--- src/rtl/alu_prefix_pipe_if.sv ---
// alu_prefix_pipe_if: operand/result bundle between decode/execute and the ALU pipeline.
interface alu_prefix_pipe_if #(parameter int W = 64);
   logic         in_valid;
   logic [1:0]   alufun;
   logic [W-1:0] aluA;
   logic [W-1:0] aluB;
   logic         set_cc;
   logic         stall;
   logic         flush;
   logic         out_valid;
   logic [W-1:0] valE;
   logic         zf;
   logic         sf;
   logic         of;
   logic [2:0]   cc;
   modport master (output in_valid, alufun, aluA, aluB, set_cc, stall, flush,
                   input out_valid, valE, zf, sf, of, cc);
   modport slave (input in_valid, alufun, aluA, aluB, set_cc, stall, flush,
                  output out_valid, valE, zf, sf, of, cc);
endinterface

--- src/rtl/alu_prefix_pipe.sv ---
// alu_prefix_pipe: 3-stage Y86 ALU on a Kogge-Stone adder cut after CUT prefix levels.
// Requires 1 <= CUT < log2(W).
module alu_prefix_pipe #(
   parameter int W   = 64,
   parameter int CUT = 3
) (
   input logic clk,
   input logic rst_n,
   alu_prefix_pipe_if.slave bus
);
   localparam int L = $clog2(W);
   logic         sub;
   logic [W-1:0] a_x;
   assign sub = bus.alufun == 2'd1;
   assign a_x = sub ? ~bus.aluA : bus.aluA;
   logic         v1, s1_cin, s1_scc, s1_as, s1_bs;
   logic [1:0]   s1_fn;
   logic [W-1:0] s1_p, s1_g, s1_lr;
   logic         v2, s2_cin, s2_scc, s2_as, s2_bs;
   logic [1:0]   s2_fn;
   logic [W-1:0] s2_p, s2_lr, s2_gg, s2_pp;
   logic         v3, s3_z, s3_s, s3_o, s3_scc;
   logic [W-1:0] s3_val;
   logic [2:0]   cc_q;
   logic [W-1:0] gi [L];
   logic [W-1:0] pi [L];
   logic [W-1:0] go [L];
   logic [W-1:0] po [L];
   // Each level is a row of green nodes at distance 2^k; ~(~p << d) feeds ones into the pass-through low bits.
   for (genvar k = 0; k < L; k++) begin : g_lvl
      if (k == 0) begin : g_src1
         assign gi[k] = s1_g;
         assign pi[k] = s1_p;
      end else if (k == CUT) begin : g_src2
         assign gi[k] = s2_gg;
         assign pi[k] = s2_pp;
      end else begin : g_chain
         assign gi[k] = go[k-1];
         assign pi[k] = po[k-1];
      end
      assign go[k] = gi[k] | (pi[k] & (gi[k] << (1 << k)));
      assign po[k] = pi[k] & ~(~pi[k] << (1 << k));
   end
   logic [W-1:0] c, sum, res;
   logic         of_n;
   assign c    = {go[L-1][W-2:0] | (po[L-1][W-2:0] & {(W-1){s2_cin}}), s2_cin};
   assign sum  = s2_p ^ c;
   assign res  = s2_fn[1] ? s2_lr : sum;
   assign of_n = (s2_fn == 2'd0) ? (s2_as == s2_bs) & (sum[W-1] != s2_bs) :
                 (s2_fn == 2'd1) ? (s2_as != s2_bs) & (sum[W-1] != s2_bs) : 1'b0;
   always_ff @(posedge clk or negedge rst_n) begin
      if (!rst_n) begin
         v1     <= 1'b0;
         s1_cin <= 1'b0;
         s1_scc <= 1'b0;
         s1_as  <= 1'b0;
         s1_bs  <= 1'b0;
         s1_fn  <= '0;
         s1_p   <= '0;
         s1_g   <= '0;
         s1_lr  <= '0;
         v2     <= 1'b0;
         s2_cin <= 1'b0;
         s2_scc <= 1'b0;
         s2_as  <= 1'b0;
         s2_bs  <= 1'b0;
         s2_fn  <= '0;
         s2_p   <= '0;
         s2_lr  <= '0;
         s2_gg  <= '0;
         s2_pp  <= '0;
         v3     <= 1'b0;
         s3_z   <= 1'b0;
         s3_s   <= 1'b0;
         s3_o   <= 1'b0;
         s3_scc <= 1'b0;
         s3_val <= '0;
         cc_q   <= 3'b100;
      end else if (!bus.stall) begin
         v1     <= bus.in_valid & ~bus.flush;
         s1_cin <= sub;
         s1_scc <= bus.set_cc;
         s1_as  <= bus.aluA[W-1];
         s1_bs  <= bus.aluB[W-1];
         s1_fn  <= bus.alufun;
         s1_p   <= bus.aluB ^ a_x;
         s1_g   <= bus.aluB & a_x;
         s1_lr  <= bus.alufun[0] ? bus.aluB ^ bus.aluA : bus.aluB & bus.aluA;
         v2     <= v1 & ~bus.flush;
         s2_cin <= s1_cin;
         s2_scc <= s1_scc;
         s2_as  <= s1_as;
         s2_bs  <= s1_bs;
         s2_fn  <= s1_fn;
         s2_p   <= s1_p;
         s2_lr  <= s1_lr;
         s2_gg  <= go[CUT-1];
         s2_pp  <= po[CUT-1];
         v3     <= v2 & ~bus.flush;
         s3_z   <= res == '0;
         s3_s   <= res[W-1];
         s3_o   <= of_n;
         s3_scc <= s2_scc;
         s3_val <= res;
         if (!bus.flush && v3 && s3_scc) cc_q <= {s3_z, s3_s, s3_o};
      end
   end
   assign bus.out_valid = v3;
   assign bus.valE      = s3_val;
   assign bus.zf        = s3_z;
   assign bus.sf        = s3_s;
   assign bus.of        = s3_o;
   assign bus.cc        = cc_q;
endmodule

--- src/flat_wrapper.sv ---
// flat-port wrapper written by rule: the top's interface ports become plain ports
module alu_prefix_pipe_flat 
#(
   parameter int W   = 64,
   parameter int CUT = 3
)
  (clk, rst_n, bus_in_valid, bus_alufun, bus_aluA, bus_aluB, bus_set_cc, bus_stall, bus_flush, bus_out_valid, bus_valE, bus_zf, bus_sf, bus_of, bus_cc);
  alu_prefix_pipe_if #(.W(W)) bus_i ();
  input logic clk;
  input logic rst_n;
  input wire logic [$bits(bus_i.in_valid)-1:0] bus_in_valid;
  input wire logic [$bits(bus_i.alufun)-1:0] bus_alufun;
  input wire logic [$bits(bus_i.aluA)-1:0] bus_aluA;
  input wire logic [$bits(bus_i.aluB)-1:0] bus_aluB;
  input wire logic [$bits(bus_i.set_cc)-1:0] bus_set_cc;
  input wire logic [$bits(bus_i.stall)-1:0] bus_stall;
  input wire logic [$bits(bus_i.flush)-1:0] bus_flush;
  output wire logic [$bits(bus_i.out_valid)-1:0] bus_out_valid;
  output wire logic [$bits(bus_i.valE)-1:0] bus_valE;
  output wire logic [$bits(bus_i.zf)-1:0] bus_zf;
  output wire logic [$bits(bus_i.sf)-1:0] bus_sf;
  output wire logic [$bits(bus_i.of)-1:0] bus_of;
  output wire logic [$bits(bus_i.cc)-1:0] bus_cc;
  assign bus_i.in_valid = bus_in_valid;
  assign bus_i.alufun = bus_alufun;
  assign bus_i.aluA = bus_aluA;
  assign bus_i.aluB = bus_aluB;
  assign bus_i.set_cc = bus_set_cc;
  assign bus_i.stall = bus_stall;
  assign bus_i.flush = bus_flush;
  assign bus_out_valid = bus_i.out_valid;
  assign bus_valE = bus_i.valE;
  assign bus_zf = bus_i.zf;
  assign bus_sf = bus_i.sf;
  assign bus_of = bus_i.of;
  assign bus_cc = bus_i.cc;
  alu_prefix_pipe #(.W(W), .CUT(CUT)) u_core (.clk(clk), .rst_n(rst_n), .bus(bus_i));
endmodule
--- config.mk ---
export PLATFORM = sky130hd
export DESIGN_NAME = alu_prefix_pipe_flat
export DESIGN_NICKNAME = d
export VERILOG_FILES = /design/src/rtl/alu_prefix_pipe_if.sv /design/src/rtl/alu_prefix_pipe.sv /design/src/flat_wrapper.sv
export SDC_FILE = /design/constraint.sdc
export NUM_CORES = 1
export LEC_CHECK = 0
export ABC_AREA = 1
export BUFFER_PORTS_ARGS = -buffer_cell sky130_fd_sc_hd__buf_2
export CELL_PAD_IN_SITES_DETAIL_PLACEMENT = 1
export CELL_PAD_IN_SITES_GLOBAL_PLACEMENT = 2
export CORE_MARGIN = 3
export CORE_UTILIZATION = 36
export DETAILED_ROUTE_END_ITERATION = 16
export PLACE_DENSITY_LB_ADDON = 0.1
export REMOVE_ABC_BUFFERS = 1
export SETUP_SLACK_MARGIN = 0.2
export SKIP_CTS_REPAIR_TIMING = 1
export SYNTH_ARGS = -nofsm -noshare
export SYNTH_HDL_FRONTEND = slang
export SYNTH_SLANG_ARGS = --single-unit
--- constraint.sdc ---
create_clock -name clk -period 1.9 [get_ports clk]
set_input_delay 0.19 -clock clk [delete_from_list [all_inputs] [get_ports clk]]
set_output_delay 0.19 -clock clk [all_outputs]
set_load 0.02 [all_outputs]
# After elaboration in Yosys (flattened, before gate mapping)
# Cells that the tools add are included.
word_totals:
  regBits: 531
  input_bits: 136
  out_inout_bits: 71
  wordCells: 87
classes:
  n_eq_ne: 5
  n_mux: 5
  n_bitwise: 45
  reduce_logical: 6
ops:
  columns: ["cell", "n"]
  rows:
  - ["$and 63x63->63", 14]
  - ["$or 63x63->63", 7]
  - ["$not 63->63", 6]
  - ["$mux 64", 3]
  - ["$xor 64x64->64", 3]
  - ["$and 64x64->64", 1]
  - ["$logic_not 64->1", 1]
  - ["$not 64->64", 1]
  - ["$not 62->62", 1]
  - ["$not 61->61", 1]
  - ["$not 59->59", 1]
  - ["$not 55->55", 1]
  - ["$not 47->47", 1]
  - ["$not 31->31", 1]
  - ["$and 1x1->1", 5]
  - ["$eq 2x1->1 const B", 2]
  - ["$logic_and 1x1->1", 2]
  - ["$logic_not 2->1", 1]
  - ["$mux 1", 2]
  - ["$ne 1x1->1", 2]
  - ["$not 1->1", 2]
  - ["$reduce_and 2->1", 1]
  - ["$eq 1x1->1", 1]
  - ["$logic_not 1->1", 1]

# Longest topological paths before layout
# Gate-level depths: netlist of run 1.
logic_depth:
  ltp_word: 16
  ltp_mapped: 16

# Worst setup path before layout of run 1
# No wires, ideal clock.
synth_timing:
  kind: "register to register"
  from: "register u_core.s2_cin"
  to: "register u_core.s3_z (netlist: u_core.bus.zf)"
  setup_time_ns: 0.066
  arrival_ns: 1.503
  required_ns: 1.834
  setup_slack_ns: 0.331
  stages_incl_launch_ff: 16
  path_buffers: 2
  path_cell_list: "dfrtp_1 > buf_6 > buf_12 > nand2_2 > nand3_2 > nand3_2 > nand3_1 > nand3_1 > nand2_1 > nor2_1 > nand2_1 > nor2_1 > nand3_1 > nor2_1 > nand3_1 > nand2_1"
synth_via:
  elab_chain_cells: 5
synth_lines:
  columns: ["item", "line_no", "rtl"]
  rows:
  - ["from (decl)", "alu_prefix_pipe.sv:19", "logic v2, s2_cin, s2_scc, s2_as, s2_bs;"]
  - ["from (signal assigned)", "alu_prefix_pipe.sv:90", "s2_cin <= s1_cin;"]
  - ["$and 63x63->63", "alu_prefix_pipe.sv:46", "assign c = {go[L-1][W-2:0] | (po[L-1][W-2:0] & {(W-1){s2_cin}}), s2_cin};"]
  - ["$or 63x63->63", "alu_prefix_pipe.sv:46", null]
  - ["$xor 64x64->64 (*)", "alu_prefix_pipe.sv:47", "assign sum = s2_p ^ c;"]
  - ["$mux 64 (*)", "alu_prefix_pipe.sv:48", "assign res = s2_fn[1] ? s2_lr : sum;"]
  - ["$logic_not 64->1 (*)", "alu_prefix_pipe.sv:100", "s3_z <= res == '0;"]
  - ["to (signal assigned)", "alu_prefix_pipe.sv:73", "s3_z <= 1'b0;"]
  - ["to (signal assigned)", "alu_prefix_pipe.sv:100", null]
  - ["to (decl)", "alu_prefix_pipe.sv:22", "logic v3, s3_z, s3_s, s3_o, s3_scc;"]
# Mark *: on every way between the ends. The rest lies on a longest branch, timed or not.
# A chain may end at the register's enable or synchronous reset.

# Worst setup path in the final report of run 1
# Ends and elaborated chain as after synthesis.

==> results of run 1 <==
[area by class of cell]
class | count | area (um2) | area share (%)
clock buffer | 87 | 1720 | 4.87
clock inverter | 24 | 215 | 0.608
inverter | 257 | 975 | 2.75
multi-input combinational | 2469 | 13200 | 37.1
sequential | 529 | 13200 | 37.4
tap | 959 | 1200 | 3.39
timing repair buffer | 634 | 4910 | 13.9
[worst max-delay path: cells and delay by family, from the launching register on]
family,cells,cell delay (ns)
buffers and inverters,1,0.16
and+or+nand+nor,15,1.32
adders and majority gates,1,0.16
DFF,1,0.45
[per-stage QoR]
stage / setup WS (ns) / std cells / total power, uW / hold WS (ns) / TNS [ns]
after floorplan: -7.33 / 3255 / 17800 / -0.106 / -2463.51
after global routing: -0.444 / 4959 / 36800 / 0.000659 / -0.500
after global placement: -0.547 / 4761 / 22300 / 0.135 / -0.736
after CTS: -0.596 / 4872 / 34500 / -0.534 / -1.44
final: -0.267 / 4959 / 35000 / -0.0117 / -0.267
after detailed placement: -0.572 / 4761 / 22600 / 0.142 / -1.19
[cell families after synthesis]
family	after synthesis	share of synthesized area, %
AOI/OAI and AO/OA	690	13.5
xor gates and xnor gates	67	2.17
adders and majority gates	128	5.92
buffers and inverters	407	5.89
DFF	529	48.9
muxes	2	0.0832
and+or+nand+nor	1582	23.5
[report_power, final]
| part | leakage, uW | switching [uW] | internal (uW) |
|---|---|---|---|
| logic | 0.00995 | 5480 | 3600 |
| registers | 0.00659 | 1440 | 12800 |
| clock network | 0.000962 | 5040 | 6690 |
| total | 0.0175 | 12000 | 23000 |
[layer usage]
layer | vias to the layer above | part of all wire (%) | global-route usage, %
li1 | 12200 | - | -
met3 | 110 | 3.9 | 3.35
met4 | 0 | 2.1 | 6.14
met5 | - | 0 | 0
met1 | 13000 | 50 | 40.9
met2 | 458 | 44 | 41.5
[cell usage after synthesis (all sizes together), types with 2 or more instances]
master,count,area share [%]
o211ai,2,0.055
clkbuf,109,1.5
o21a,5,0.14
a31oi,33,0.76
ha,128,5.9
nand2,1168,16
a21boi,2,0.055
o22ai,18,0.42
a21oi,264,4.9
inv,256,3.6
buf,41,0.81
o32ai,3,0.097
o31ai,4,0.11
nand3,129,2.4
dfrtp,528,49
o21ai,327,6.1
nor3,2,0.037
mux2,2,0.083
o221ai,14,0.45
xor2,2,0.065
a211oi,9,0.25
nand4,16,0.37
nor2,225,3.1
or2,22,0.51
nor3b,2,0.055
nand3b,18,0.50
xnor2,65,2.1
o21bai,6,0.17
[path summary, 6_finish.rpt]
check / endpoint
setup / recovery: u_core.bus.zf
hold / removal: u_core.s1_lr[49]
setup reg to reg: u_core.bus.zf
hold reg to reg: u_core.s2_lr[52]
max in group asynchronous: u_core.s2_pp[14]
min in group asynchronous: u_core.s1_lr[4]
[sequential cells by signal, indices dropped and copies added (netlist names), 2 cells and up]
signal	cells
u_core.s2_p	63
u_core.s2_lr	64
u_core.bus.valE	64
u_core.s2_gg	63
u_core.bus.cc	3
u_core.s2_fn	2
u_core.s1_lr	64
u_core.s2_pp	63
u_core.s1_p	64
u_core.s1_fn	2
u_core.s1_g	63
==> impl_metrics.json, run 1 <==
{
  "post-route-min-period_ns": 2.17,
  "period_share_pct": 114,
  "layout_commonest_cell": "nand2_1",
  "htree_levels": 2,
  "finalWirelength_mm": 108,
  "drc": 0,
  "finalHoldViolations": 7,
  "drt_iter0_markers": 1330,
  "max_cap_violations": 0,
  "clk_pin_slew_ns": 0.06,
  "worst_pin_slew_ns": 0.974,
  "status": "finished with violations",
  "worst_slack_ns": -0.267,
  "worstPathArrival_ns": 2.73,
  "layout_common_cells": "nand2_1 (1073), dfrtp_1 (522), buf_4 (300), o21ai_0 (288), a21oi_1 (250)",
  "max_slew_margin_pct": 35.1,
  "wl_per_cell_um": 21.7,
  "syn_avg_cell_area_um2": 7.95,
  "final_area_um2": 35400,
  "netlist_area_um2": 27100,
  "rsz0062_at_grt": "true",
  "cp.required_ns": 2.47,
  "final_nets": 4215,
  "max_freq_mhz": 461,
  "place.gp.congestion": 0.887,
  "insertion_delay_ns": 0.63,
  "slew_viol_final": 0,
  "die-width_um": 280,
  "port_buffers": 206,
  "grt_pass1_vias": 26900,
  "ir_drop_mv": 0.671,
  "antenna_found_initial": 1,
  "dpl.hpwl_mm": 82.1,
  "reg2reg_depth": 17,
  "vias_per_cell": 5.18,
  "setup_viol": 1,
  "synthArstFlopShare_pct": 100,
  "grt_pass1_wl_mm": 163,
  "violations": "negative hold slack, negative setup slack",
  "drive_above_1_share_pct": 22.2,
  "leakage_uw": 0.0175,
  "cpPeakStageDelay_ns": 0.45,
  "ys_seq_area_share_pct": 48.9,
  "ios": 207,
  "grt_overflow": 0,
  "placedInstanceArea_um2": 31600,
  "initial_utilization_pct": 36.7,
  "first_pass_iters": 5,
  "cp-startpoint": "u_core.s2_cin",
  "worstSetupPathType": "flip-flop to flip-flop",
  "hold-worst-slack_ns": -0.0117,
  "clockBufferDepth": 3,
  "cts_tree": "done",
  "synth-edff-count": 0,
  "die_h_um": 280,
  "fp.coreArea_um2": 73700,
  "crit_top_cell": "nand2_1",
  "hold_depth": 4,
  "utilization_pct": 48.1,
  "rr_startpoint": "u_core.s2_cin",
  "r2r_setup_slack_ns": -0.27,
  "antenna_cells": 0,
  "root_buffer": "clkbuf_16",
  "vias": 25700,
  "synth_cells": 3405,
  "yosysWarnings": 0,
  "cp_max_fo": 6,
  "synthFlopType": "dfrtp_1",
  "endpoint_kind": "flip-flop",
  "cts_buffers": 60,
  "gr-usage-all-layers_pct": 27.1,
  "synth.distinct_cells": 45,
  "syn2layout_area_growth_pct": 30.9,
  "clock_skew_ns": 0.0135,
  "power.density_nw_per_um2": 988,
  "hp-start": "bus_aluA[49]",
  "fill_cells": 8828,
  "crit_slowest_cell": "dfrtp_2",
  "cts.sinks": 529,
  "grt_start_max_net_pins": 85,
  "synth.ff_latch_count": 529,
  "ant_nets": 0,
  "hp-class": "primary input to flip-flop",
  "die-area_um2": 78500,
  "rows": 99,
  "cp_cell_sequence": "buf_8 > ha_4 > nor2_2 > nand2_1 > nand2_1 > nand2_1 > nand2_2 > nand2_2 > nor2_1 > nand2_1 > nor2_4 > nand2_4 > nor2_4 > nand3_4 > nor2_2 > nand3_1 > nand2_1",
  "start_kind": "flip-flop"
}
(Power assumes the default switching activity.)
==> run 2, diff against run 1 <==
- SETUP_SLACK_MARGIN: 0.2 -> 0.1
==> run 2 against run 1 <==
The run still ends with negative hold slack, negative setup slack left. Wire length down 0.25%. Final cell count unchanged. Clock skew down 0.0011 ns.
==> impl_metrics.json, run 2 (synthesis results as in run 1) <==
{
  "worstPathArrival_ns": 2.72,
  "endpoint_kind": "flip-flop",
  "netSwitchingFraction_pct": 34.0,
  "ant_nets": 0,
  "grt_pass1_wl_mm": 163,
  "layout_common_cells": "nand2_1 (1100), dfrtp_1 (523), buf_4 (315), o21ai_0 (296), a21oi_1 (255)",
  "fp.coreArea_um2": 73700,
  "internal-power_uw": 22900,
  "syn2layout_area_growth_pct": 29.4,
  "slew_viol_final": 0,
  "max_slew_margin_pct": 33.9,
  "max_cap_violations": 0,
  "cts_buffers": 60,
  "placed_cells": 4761,
  "first_pass_iters": 5,
  "worstSetupPathType": "flip-flop to flip-flop",
  "p_total_uw": 34700,
  "wl_per_cell_um": 21.7,
  "finalHoldViolations": 7,
  "grt_overflow": 0,
  "clockBufferDepth": 3,
  "hold-worst-slack_ns": -0.00923,
  "setup_viol": 1,
  "grt_start_max_net_pins": 85,
  "worst_slack_ns": -0.257,
  "status": "finished with violations",
  "die-width_um": 280,
  "p_clk_share_pct": 33.8,
  "p_switching_uw": 11800,
  "post-route-min-period_ns": 2.16,
  "grt_pass1_vias": 26900,
  "die-area_um2": 78500,
  "vias_per_cell": 5.18,
  "start_kind": "flip-flop",
  "setup_tns_ns": -0.257,
  "stdcell_count": 4959,
  "antenna_found_initial": 2,
  "cts.sinks": 529,
  "port_buffers": 206,
  "finalWirelength_mm": 108,
  "power.density_nw_per_um2": 992,
  "cts_tree": "done",
  "rows": 99,
  "vias": 25700,
  "gr-usage-all-layers_pct": 27.1,
  "drc": 0,
  "drt_iter0_markers": 1453,
  "antenna_cells": 0,
  "layout_commonest_cell": "nand2_1",
  "initial_utilization_pct": 36.7,
  "ios": 207,
  "die_h_um": 280,
  "place.gp.congestion": 0.887,
  "ir_drop_mv": 0.676,
  "drive_above_1_share_pct": 20.7,
  "insertion_delay_ns": 0.63,
  "placedInstanceArea_um2": 31600,
  "leakage_uw": 0.0173,
  "period_share_pct": 114,
  "clk_pin_slew_ns": 0.06,
  "hp-class": "primary input to flip-flop",
  "p_seq_share_pct": 40.8,
  "final_nets": 4215,
  "final_area_um2": 35000,
  "cp_max_fo": 6,
  "cp.required_ns": 2.46,
  "dpl.hpwl_mm": 82.1,
  "comb_power_share_pct": 25.4,
  "rsz0062_at_grt": "true",
  "worst_pin_slew_ns": 0.992,
  "clock_skew_ns": 0.0124,
  "htree_levels": 2,
  "root_buffer": "clkbuf_16",
  "violations": "negative hold slack, negative setup slack",
  "max_freq_mhz": 464
}
-- run 2: changes by cell type in the layout (fill, tap and decap cells not counted), moves of 3 or more --
cell,previous run,this run
nand3_2,28,17
o21ai_1,11,15
buf_4,300,315
a31oi_1,29,33
buf_6,21,7
nand2_4,39,28
nand2_2,52,39
nand3_1,94,107
o21ai_0,288,296
a21oi_2,13,8
nand2_1,1073,1100
a21oi_1,250,255
o21ai_2,27,15
nand2_8,4,1
-- run 2: layout make-up --
| class | instances | area, um2 |
|---|---|---|
| inverters | 257 | 972 |
| flip-flops and latches | 529 | 13200 |
| fillers | 8878 | 38700 |
| repair buffers | 634 | 4850 |
| clock buffers | 87 | 1720 |
| well taps | 959 | 1200 |
| multi-input cells | 2469 | 12800 |
| clock inverters | 24 | 215 |
-- run 2: worst max-delay path, cell delays in order, from the launching register on --
cell     delay (ns)
dfrtp_2        0.45
buf_8          0.17
ha_4           0.16
nor2_2         0.09
nand2_1        0.05
nand2_1        0.06
nand2_1        0.05
nand2_2        0.08
nand2_2        0.06
nor2_1         0.10
nand2_1        0.09
nor2_4         0.17
nand2_4        0.09
nor2_4         0.13
nand3_4        0.10
nor2_2         0.11
nand3_1        0.06
nand2_1        0.06
-- run 2: final timing paths --
path                                        from               end  slack (ns)  cells past startpoint
worst max-delay path               u_core.s2_cin     u_core.bus.zf       -0.26                     17
worst min-delay path                bus_aluA[49]  u_core.s1_lr[49]      -0.009                      4
worst max register to register     u_core.s2_cin     u_core.bus.zf       -0.26                     17
worst min register to register  u_core.s2_lr[52]  u_core.s2_lr[52]        0.47                      2
max in group asynchronous                  rst_n  u_core.s2_pp[14]        0.94                      4
min in group asynchronous                  rst_n   u_core.s1_lr[4]        0.08                      2
-- run 2: routing by layer --
layer | global-route usage (%) | vias to the layer above | wire [um] | part of all wire, %
met5 | 0 | - | 0 | 0
met4 | 6.14 | 0 | 2120 | 2.0
met3 | 3.35 | 100 | 4150 | 3.9
met2 | 41.5 | 488 | 47100 | 44
met1 | 40.9 | 12900 | 54200 | 50
li1 | - | 12200 | - | -
-- run 2: per-stage QoR --
step	worst slack, ns	util (%)
6_report	-0.257	47.5
5_1_grt	-0.458	47.5
4_1_cts	-0.596	45.5
3_5_place_dp	-0.572	42.9
3_3_place_gp	-0.547	42.9
2_1_floorplan	-7.33	-
-- run 2: power groups by stage --
stage          logic, uW  clock network (uW)  registers (uW)
6_report            8810               11700           14200
5_1_grt             9760               12500           14300
3_3_place_gp        8080                   0           14300
4_1_cts             8340               12000           14100
3_5_place_dp        8280                   0           14300
2_1_floorplan       3610                   0           14200
